===== src/rtl/tnoc_axi_pkg.sv =====
// tnoc AXI shared types and burst helpers.
// Optional TNOC_AXI_READ_RESPONDER_WRAP_EN enables WRAP bursts.
package tnoc_axi_pkg;

  typedef struct packed {
    int id_width;
    int address_width;
    int data_width;
  } tnoc_axi_config;

  localparam tnoc_axi_config TNOC_DEFAULT_AXI_CONFIG = '{
    id_width:      4,
    address_width: 32,
    data_width:    32
  };

  localparam int TNOC_AXI_MAX_ADDRESS_WIDTH = 64;

  typedef logic [TNOC_AXI_MAX_ADDRESS_WIDTH-1:0] tnoc_axi_max_address;
  typedef logic [7:0] tnoc_axi_burst_length;
  typedef logic [8:0] tnoc_axi_unpacked_burst_length;
  typedef logic [2:0] tnoc_axi_burst_size;

  typedef enum logic [1:0] {
    TNOC_AXI_FIXED_BURST        = 2'd0,
    TNOC_AXI_INCREMENTING_BURST = 2'd1,
    TNOC_AXI_WRAPPING_BURST     = 2'd2,
    TNOC_AXI_RESERVED_BURST     = 2'd3
  } tnoc_axi_burst_type;

  typedef enum logic [1:0] {
    TNOC_AXI_OKAY         = 2'd0,
    TNOC_AXI_EXOKAY       = 2'd1,
    TNOC_AXI_SLAVE_ERROR  = 2'd2,
    TNOC_AXI_DECODE_ERROR = 2'd3
  } tnoc_axi_response;

  typedef enum logic [2:0] {
    RD_IDLE,
    RD_ISSUE,
    RD_CAPTURE,
    RD_DATA,
    RD_ERROR
  } tnoc_axi_read_responder_state;

  function automatic tnoc_axi_unpacked_burst_length
    unpack_burst_length(input tnoc_axi_burst_length len);
    return {1'b0, len} + 9'd1;
  endfunction

  function automatic logic is_legal_wrap_length(
    input tnoc_axi_unpacked_burst_length len
  );
    return (len == 9'd2) || (len == 9'd4) ||
           (len == 9'd8) || (len == 9'd16);
  endfunction

  function automatic tnoc_axi_max_address calc_next_burst_address(
    input tnoc_axi_max_address           addr,
    input tnoc_axi_burst_size            size,
    input tnoc_axi_burst_type            burst,
    input tnoc_axi_unpacked_burst_length length
  );
    tnoc_axi_max_address b;
    tnoc_axi_max_address w;
    tnoc_axi_max_address next;
    b    = tnoc_axi_max_address'(1) << size;
    w    = b * tnoc_axi_max_address'(length);
    next = addr;
    case (burst)
      TNOC_AXI_INCREMENTING_BURST:
        next = (addr & ~(b - 1)) + b;
`ifdef TNOC_AXI_READ_RESPONDER_WRAP_EN
      TNOC_AXI_WRAPPING_BURST:
        next = (addr & ~(w - 1)) | ((addr + b) & (w - 1));
`endif
      default:
        next = addr;
    endcase
    return next;
  endfunction

endpackage


===== src/rtl/tnoc_axi_read_responder_burst_address_generator.sv =====
// Current-beat address register and remaining-beat counter.
// WRAP stepping only when TNOC_AXI_READ_RESPONDER_WRAP_EN is defined.
module tnoc_axi_burst_address_generator
  import tnoc_axi_pkg::*;
#(
  parameter int ADDRESS_WIDTH = 32
) (
  input  logic                          clk_i,
  input  logic                          rst_i,
  input  logic                          load_i,
  input  logic                          advance_i,
  input  logic [ADDRESS_WIDTH-1:0]      address_i,
  input  tnoc_axi_burst_size            size_i,
  input  tnoc_axi_burst_type            burst_i,
  input  tnoc_axi_unpacked_burst_length length_i,
  output logic [ADDRESS_WIDTH-1:0]      address_o,
  output logic [ADDRESS_WIDTH-1:0]      next_address_o,
  output logic                          last_o
);

  logic [ADDRESS_WIDTH-1:0]      address_q;
  logic [ADDRESS_WIDTH-1:0]      address_d;
  tnoc_axi_unpacked_burst_length count_q;
  tnoc_axi_burst_size            size_q;
  tnoc_axi_burst_type            burst_q;
  tnoc_axi_unpacked_burst_length length_q;

  always_comb begin
    address_d = ADDRESS_WIDTH'(calc_next_burst_address(
      TNOC_AXI_MAX_ADDRESS_WIDTH'(address_q),
      size_q, burst_q, length_q
    ));
  end

  always_ff @(posedge clk_i) begin
    if (rst_i) begin
      address_q <= '0;
      count_q   <= '0;
      size_q    <= '0;
      burst_q   <= TNOC_AXI_FIXED_BURST;
      length_q  <= '0;
    end else if (load_i) begin
      address_q <= address_i;
      count_q   <= length_i;
      size_q    <= size_i;
      burst_q   <= burst_i;
      length_q  <= length_i;
    end else if (advance_i) begin
      address_q <= address_d;
      count_q   <= count_q - 9'd1;
    end
  end

  assign address_o      = address_q;
  assign next_address_o = address_d;
  assign last_o         = (count_q == 9'd1);

endmodule


===== src/rtl/tnoc_axi_read_responder.sv =====
// AXI read responder: AR capture, burst reads to a 1-cycle memory, R beats.
// Optional TNOC_AXI_READ_RESPONDER_WRAP_EN enables WRAP bursts.
module tnoc_axi_read_responder
  import tnoc_axi_pkg::*;
#(
  parameter tnoc_axi_config AXI_CONFIG = TNOC_DEFAULT_AXI_CONFIG
) (
  input  logic                                i_clk,
  input  logic                                i_rst,
  input  logic                                i_arvalid,
  output logic                                o_arready,
  input  logic [AXI_CONFIG.id_width-1:0]      i_arid,
  input  logic [AXI_CONFIG.address_width-1:0] i_araddr,
  input  logic [7:0]                          i_arlen,
  input  logic [2:0]                          i_arsize,
  input  logic [1:0]                          i_arburst,
  output logic                                o_rvalid,
  input  logic                                i_rready,
  output logic [AXI_CONFIG.id_width-1:0]      o_rid,
  output logic [AXI_CONFIG.data_width-1:0]    o_rdata,
  output logic [1:0]                          o_rresp,
  output logic                                o_rlast,
  output logic                                o_mem_read,
  output logic [AXI_CONFIG.address_width-1:0] o_mem_address,
  input  logic [AXI_CONFIG.data_width-1:0]    i_mem_data,
  input  logic                                i_mem_error
);

  localparam int IW = AXI_CONFIG.id_width;
  localparam int AW = AXI_CONFIG.address_width;
  localparam int DW = AXI_CONFIG.data_width;

  tnoc_axi_read_responder_state  state_q;
  tnoc_axi_read_responder_state  state_d;
  logic [IW-1:0]                 rid_q;
  logic [DW-1:0]                 rdata_q;
  tnoc_axi_response              rresp_q;
  tnoc_axi_burst_type            ar_burst;
  tnoc_axi_unpacked_burst_length ar_length;
  logic                          size_ok;
  logic                          wrap_ok;
  logic                          legal;
  logic                          load;
  logic                          advance;
  logic                          last;
  logic [AW-1:0]                 cur_addr;
  logic [AW-1:0]                 next_addr;

  assign ar_burst  = tnoc_axi_burst_type'(i_arburst);
  assign ar_length = unpack_burst_length(i_arlen);
  assign size_ok   = (32'd1 << i_arsize) <= 32'(DW / 8);

`ifdef TNOC_AXI_READ_RESPONDER_WRAP_EN
  assign wrap_ok = is_legal_wrap_length(ar_length);
`else
  assign wrap_ok = 1'b0;
`endif

  assign legal = size_ok &&
                 (ar_burst != TNOC_AXI_RESERVED_BURST) &&
                 ((ar_burst != TNOC_AXI_WRAPPING_BURST) || wrap_ok);

  tnoc_axi_burst_address_generator #(
    .ADDRESS_WIDTH (AW)
  ) u_addr_gen (
    .clk_i          (i_clk),
    .rst_i          (i_rst),
    .load_i         (load),
    .advance_i      (advance),
    .address_i      (i_araddr),
    .size_i         (i_arsize),
    .burst_i        (ar_burst),
    .length_i       (ar_length),
    .address_o      (cur_addr),
    .next_address_o (next_addr),
    .last_o         (last)
  );

  always_comb begin
    state_d    = state_q;
    o_arready  = 1'b0;
    o_rvalid   = 1'b0;
    o_mem_read = 1'b0;
    load       = 1'b0;
    advance    = 1'b0;
    unique case (state_q)
      RD_IDLE: begin
        o_arready = 1'b1;
        if (i_arvalid) begin
          load    = 1'b1;
          state_d = legal ? RD_ISSUE : RD_ERROR;
        end
      end
      RD_ISSUE: begin
        o_mem_read = 1'b1;
        state_d    = RD_CAPTURE;
      end
      RD_CAPTURE: state_d = RD_DATA;
      RD_DATA: begin
        o_rvalid = 1'b1;
        if (i_rready) begin
          if (last) begin
            state_d = RD_IDLE;
          end else begin
            advance    = 1'b1;
            o_mem_read = 1'b1;
            state_d    = RD_CAPTURE;
          end
        end
      end
      RD_ERROR: begin
        o_rvalid = 1'b1;
        if (i_rready) begin
          if (last) state_d = RD_IDLE;
          else      advance = 1'b1;
        end
      end
      default: state_d = RD_IDLE;
    endcase
  end

  // Reads issued from DATA target the address the counter is stepping to.
  always_comb begin
    o_mem_address = '0;
    if (o_mem_read) begin
      o_mem_address = (state_q == RD_DATA) ? next_addr : cur_addr;
    end
  end

  always_ff @(posedge i_clk) begin
    if (i_rst) begin
      state_q <= RD_IDLE;
      rid_q   <= '0;
      rdata_q <= '0;
      rresp_q <= TNOC_AXI_OKAY;
    end else begin
      state_q <= state_d;
      if (load) rid_q <= i_arid;
      if (state_q == RD_CAPTURE) begin
        rdata_q <= i_mem_data;
        rresp_q <= i_mem_error ? TNOC_AXI_SLAVE_ERROR : TNOC_AXI_OKAY;
      end
    end
  end

  always_comb begin
    o_rresp = TNOC_AXI_OKAY;
    unique case (state_q)
      RD_DATA:  o_rresp = rresp_q;
      RD_ERROR: o_rresp = TNOC_AXI_SLAVE_ERROR;
      default:  o_rresp = TNOC_AXI_OKAY;
    endcase
  end

  assign o_rid   = rid_q;
  assign o_rdata = (state_q == RD_DATA) ? rdata_q : '0;
  assign o_rlast = o_rvalid && last;

endmodule

===== config.mk =====
export PLATFORM = sky130hd
export DESIGN_NAME = tnoc_axi_read_responder
export DESIGN_NICKNAME = d
export VERILOG_FILES = /design/src/rtl/tnoc_axi_pkg.sv /design/src/rtl/tnoc_axi_read_responder_burst_address_generator.sv /design/src/rtl/tnoc_axi_read_responder.sv
export SDC_FILE = /design/constraint.sdc
export NUM_CORES = 1
export LEC_CHECK = 0
export ABC_CLOCK_PERIOD_IN_PS = 3800
export CAP_MARGIN = 30
export CORE_MARGIN = 2
export CORE_UTILIZATION = 45
export CTS_BUF_LIST = sky130_fd_sc_hd__clkbuf_2
export DETAILED_ROUTE_END_ITERATION = 6
export GPL_TIMING_DRIVEN = 0
export PLACE_DENSITY = 0.73
export RECOVER_POWER = 25
export REMOVE_ABC_BUFFERS = 1
export SYNTH_ARGS = -nofsm -noshare
export SYNTH_HDL_FRONTEND = slang
export SYNTH_SLANG_ARGS = --single-unit

===== constraint.sdc =====
create_clock -name i_clk -period 3.8 [get_ports i_clk]
set_input_delay 0.38 -clock i_clk [delete_from_list [all_inputs] [get_ports i_clk]]
set_output_delay 0.38 -clock i_clk [all_outputs]
set_load 0.05 [all_outputs]

Yosys cells after proc, flatten, opt, wreduce, memory -nomap -nowiden:

Index checks and enable logic that the tools add are counted.

* bits in registers: 87
* input bits: 86
* output and inout bits: 74
* logic and storage cells: 61

* add/sub/neg operators: 4
* order comparisons: 1
* equal/unequal tests: 12
* shift operators: 2
* mux-type cells: 25
* bitwise gates (word level): 2
* reduce and logical (&&, ||, !) cells: 7

Operator list (number)
* 2-to-1 mux 32 bit: 6
* left shift 1 x 3 -> 32 bit, first input constant: 2
* adder 32 bit: 1
* AND 32 bit: 1
* <= comparator 32 x 3 -> 1 bit, second input constant: 1
* inverter 32 bit: 1
* subtractor 32 x 1 -> 32 bit, second input constant: 1
* 2-to-1 mux 9 bit: 2
* 2-to-1 mux 3 bit: 5
* case mux 3 bit (5 select lines): 1
* inequality test 2 bit, second input constant: 6
* adder 8 x 1 -> 9 bit, second input constant: 1
* equality test 9 x 1 -> 1 bit, second input constant: 1
* subtractor 9 x 1 -> 9 bit, second input constant: 1
* 2-to-1 mux 1 bit: 7
* equality test 3 x 2 -> 1 bit, second input constant: 2
* 2-to-1 mux 2 bit: 2
* case mux 2 bit (2 select lines): 1
* AND reduction 4 bit: 1
* equality test 3 x 1 -> 1 bit, second input constant: 1
* equality test 3 bit, second input constant: 1
* logical AND 1 bit: 3
* zero test 3 bit: 1
* equality test 2 x 1 -> 1 bit, second input constant: 1
* other kinds (3): 3

Logic depth before layout (Yosys ltp):

* depth in word-level cells: 8
* mapped depth: 14

Cells and area by module:

Synthesis repeated with hierarchy kept, for this count alone.

* cells, all modules: 860
* area total of the unflattened synthesis: 6005.8 µm²

Modules (own cells, without submodules)
* tnoc_axi_burst_address_generator: times used 1, cells an instance 511, area each 3666.0 µm²
* tnoc_axi_read_responder: times used 1, cells an instance 349, area each 2339.7 µm²

Worst setup path after synthesis:

No wires, ideal clock.

* kind: register to output
* start: register u_addr_gen.size_q[0]
* end: output port o_mem_address[30]
* arrival time: 4.237 ns
* path slack: -0.817 ns
* stages on the path, launching flop included: 14
* cell sequence: dfxtp_1 -> buf_4 -> buf_2 -> or3_1 -> ha_1 -> buf_2 -> nor2b_4 -> or3b_1 -> a311o_2 -> o21a_1 -> buf_6 -> nor4_4 -> mux2i_1 -> a221oi_1

* cells in the longest elaborated chain, start to end: 8

RTL lines
* start, declared: line tnoc_axi_read_responder_burst_address_generator.sv:24 `tnoc_axi_burst_size size_q;`
* start signal, assigned: line tnoc_axi_read_responder_burst_address_generator.sv:45 `size_q <= size_i;`
* left shift 1 x 3 -> 32 bit *: line tnoc_axi_pkg.sv:67 `b = tnoc_axi_max_address'(1) << size;`
* subtractor 32 x 1 -> 32 bit: line tnoc_axi_pkg.sv:72 `next = (addr & ~(b - 1)) + b;`
* inverter 32 bit: line tnoc_axi_pkg.sv:72
* AND 32 bit: line tnoc_axi_pkg.sv:72
* adder 32 bit *: line tnoc_axi_pkg.sv:72
* 2-to-1 mux 32 bit *: line tnoc_axi_pkg.sv:70 `case (burst)`
* 2-to-1 mux 32 bit *: line tnoc_axi_read_responder.sv:126 `o_mem_address = (state_q == RD_DATA) ? next_addr : cur_addr;`
* 2-to-1 mux 32 bit *: line tnoc_axi_read_responder.sv:125 `if (o_mem_read) begin`
* end, declared: line tnoc_axi_read_responder.sv:24 `output logic [AXI_CONFIG.address_width-1:0] o_mem_address,`

Mark *: on every way between the ends. The rest lies on a longest branch, timed or not.

Final worst setup path:

* start: register u_addr_gen.size_q[1]
* end: output port o_mem_address[18]

The elaborated chain is that of the path after synthesis.

==> results.cfg <==
[worst_setup_path]
reg2reg_from = u_addr_gen.size_q[1]
r2r-end = u_addr_gen.address_o[26]
crit_required_ns = 3.42
r2r.worst_path.cells = 10
crit_slowest_cell = a311o_2
cpMostUsedCell = buf_6
regToRegSetupSlack_ns = 0.44
cpPeakStageDelay_ns = 0.44
cp.arrival_ns = 3.74
crit_chain = or3_4 > ha_4 > nor2b_4 > or3b_1 > a311o_2 > o21ai_4 > buf_6 > buf_6 > a41o_1 > a21oi_2 > a211oi_2 > buf_6
cp-end-kind = output pin
cp-start-kind = flop
startpoint = u_addr_gen.size_q[1]
crit_fanout = 7
crit_type = flop to output pin

[cts]
clk_latency_ns = 0.62
cts_tree = done
cts_sinks = 86
cts-root-buf = clkbuf_2
h-tree-depth = 3
ctsHoldBuffers = 0
cts_buffers = 9
cts_buffer_depth = 2
clk_pin_slew_ns = 0.25

[routing]
wire_per_inst_um = 18.86
routed_wl_um = 22170
drc = 1
vias = 7256
first_pass_iters = 7
antenna_left = 0
viasPerCell = 6.170
drtIter0Drc = 844

[global_routing]
antenna_found_initial = 1
grt_pass1_vias = 6877
grt_overflow = 0
gr-usage-all-layers = 0.2997
grt_pass1_wl_um = 34380
grt_max_degree = 53

[pwr]
p_leak_nw = 3.103
ir_drop_mv = 0.1968
power_mw = 2.358
power_density_nw_per_um2 = 268.3

[min_path]
holdPathEnd = rdata_q[17]
hp-class = input pin to flop
min_from = i_rst
hold_depth = 2

[floorplanning]
die_w_um = 119.1
die-area_um2 = 14170
io_pins = 160
core.rowCount = 42
die-height_um = 119.1
start_util = 0.4552
fp.coreArea_um2 = 13090

[sta]
setup_viol = 25
min_period_ns = 4.119
finalHoldViolCount = 0
max_freq_mhz = 242.8
hold-worst-slack_ns = 0.1812
setup_ws_ns = -0.3190
period_share = 1.084
skew_ns = 0.03704
worst_pin_slew_ns = 1.159
slew_viol_final = 0
slew_headroom = 0.2274
rsz0062_at_grt = yes

[logic_synthesis]
synth_edf_count = 0
yosysUniqueCellTypes = 79
ys_seq_area_frac = 0.2890
yosys.area.top_type = dfxtp_1
synth_top_cells_by_count = nand2_1 (147), dfxtp_1 (86), a21oi_1 (84)
synth_ff_type = dfxtp_1
yosysTopAreaCellShare = 0.2890
synth.area.top_cells = dfxtp_1 (29%), nand2_1 (9.3%), a21oi_1 (7.1%)
ys_ff_latch = 86
yosysMostFrequentCell = nand2_1
async_flop_share = 0
syn_area_um2 = 5957
synth_warnings = 0
synth.avg_cell_area_um2 = 7.212
synth_cells = 826

[place]
place_area_um2 = 7655
gp_congestion = 0.9797
portBuffers = 158
post-dp-hpwl_um = 13580

[finish]
fin_nets = 1088
fin_area_um2 = 8790
drive_above_1_share = 0.2152
utilization = 0.6717
syn_to_final_growth_pct = 47.55

[outcome]
violations = design-rule violations, negative setup slack
outcome = complete, but fails checks

[flow_run]
cap_violations = 0
through the flow:
step | setup TNS (ns) | cells | worst slack, ns
after floorplan | -7.541 | 759 | -0.8299
after global placement | -154.41 | 1093 | -2.591
after detailed placement | -23.21 | 1103 | -1.487
after CTS | -2.436 | 1168 | -0.2484
after global routing | -6.586 | 1176 | -0.3911
final | -3.424 | 1176 | -0.3190
report_power, final:
| group | total (mW) | internal (mW) | switching [mW] | leakage, nW |
|---|---|---|---|---|
| clock | 0.563 | 0.213 | 0.350 | 0.0770 |
| sequential | 1.06 | 0.970 | 0.0929 | 0.705 |
| combinational | 0.732 | 0.319 | 0.413 | 2.32 |
how the worst max path moves through the flow:
stage | slack, ns | cells past startpoint | endpoint
global placement | -2.59 | 6 | o_mem_address[5]
detailed placement | -1.49 | 13 | o_mem_address[24]
finish | -0.32 | 12 | o_mem_address[18]
global route | -0.39 | 12 | o_mem_address[18]
floorplan | -0.83 | 12 | o_mem_address[24]
CTS | -0.25 | 10 | o_mem_address[24]
metal layers:
layer  wire [um]  share of wire  vias up  global-route usage
met5           0              0        -                   0
met4         972          0.044        0              0.1600
met3        2455           0.11      103             0.08525
met2       10180           0.46      444              0.4849
met1        8568           0.39     3381              0.3597
li1            -              -     3328                   -
final cells by class:
class                   count  area, um2
repair buffers            222       2212
fillers                  1091       4295
inverters                  19      78.83
clock buffers               9      45.04
well taps                 176      220.2
flip-flops and latches     86       1735
multi-input cells         656       4407
diodes                      1      2.502
clock inverters             7      88.84
placed cells by master, fill, tap and decap left out, types with 5 or more instances in the layout:
cell type	n
inv_1	16
o21ai_0	29
nor3_1	14
mux2i_1	8
or4_1	5
clkbuf_2	9
nand2_1	145
o22ai_1	7
xnor2_1	16
nand4_1	8
clkdlybuf4s50_1	125
and2_1	35
or3_1	8
a21oi_1	80
a211oi_1	14
and3_1	8
nor3_4	9
nor3_2	10
nor4_1	6
buf_4	50
buf_6	32
a32oi_1	5
nor2_4	5
dfxtp_1	81
xor2_1	10
a22oi_1	15
nor2_1	49
a31oi_1	14
nand3_1	20
o211ai_1	7
registers in the layout, summed over array words and instances (netlist names):
signal and count:
rdata_q 32, u_addr_gen.address_o 32, u_addr_gen.count_q 9, o_rid 4
state_q 3, u_addr_gen.size_q 3, u_addr_gen.burst_q 2, rresp_q 1
worst max-delay path, delay by kind of cell (launching register included):
| family | cells | cell delay [ns] |
|---|---|---|
| flops | 1 | 0.42 |
| compound gates | 5 | 1.19 |
| buf+inv | 3 | 0.45 |
| simple gates | 3 | 0.89 |
| fa+ha+maj | 1 | 0.19 |
logic make-up after synthesis:
group / share of synthesized area
AND/OR/NAND/NOR: 0.3083
AO/OA/AOI/OAI: 0.2594
flip-flops: 0.2890
buffers and inverters: 0.06364
XOR/XNOR: 0.04117
multiplexers: 0.02100
adder cells (fa/ha/maj): 0.01680
other: 0.0006295
timing repair:
action                     in CTS  in global routing
gates cloned                    2                  0
pin swaps                      41                 21
setup buffers                  47                  8
gates resized for setup       273                 60
setup endpoints to repair      48                 52
Note: power is estimated with default switching activity, not from simulation.
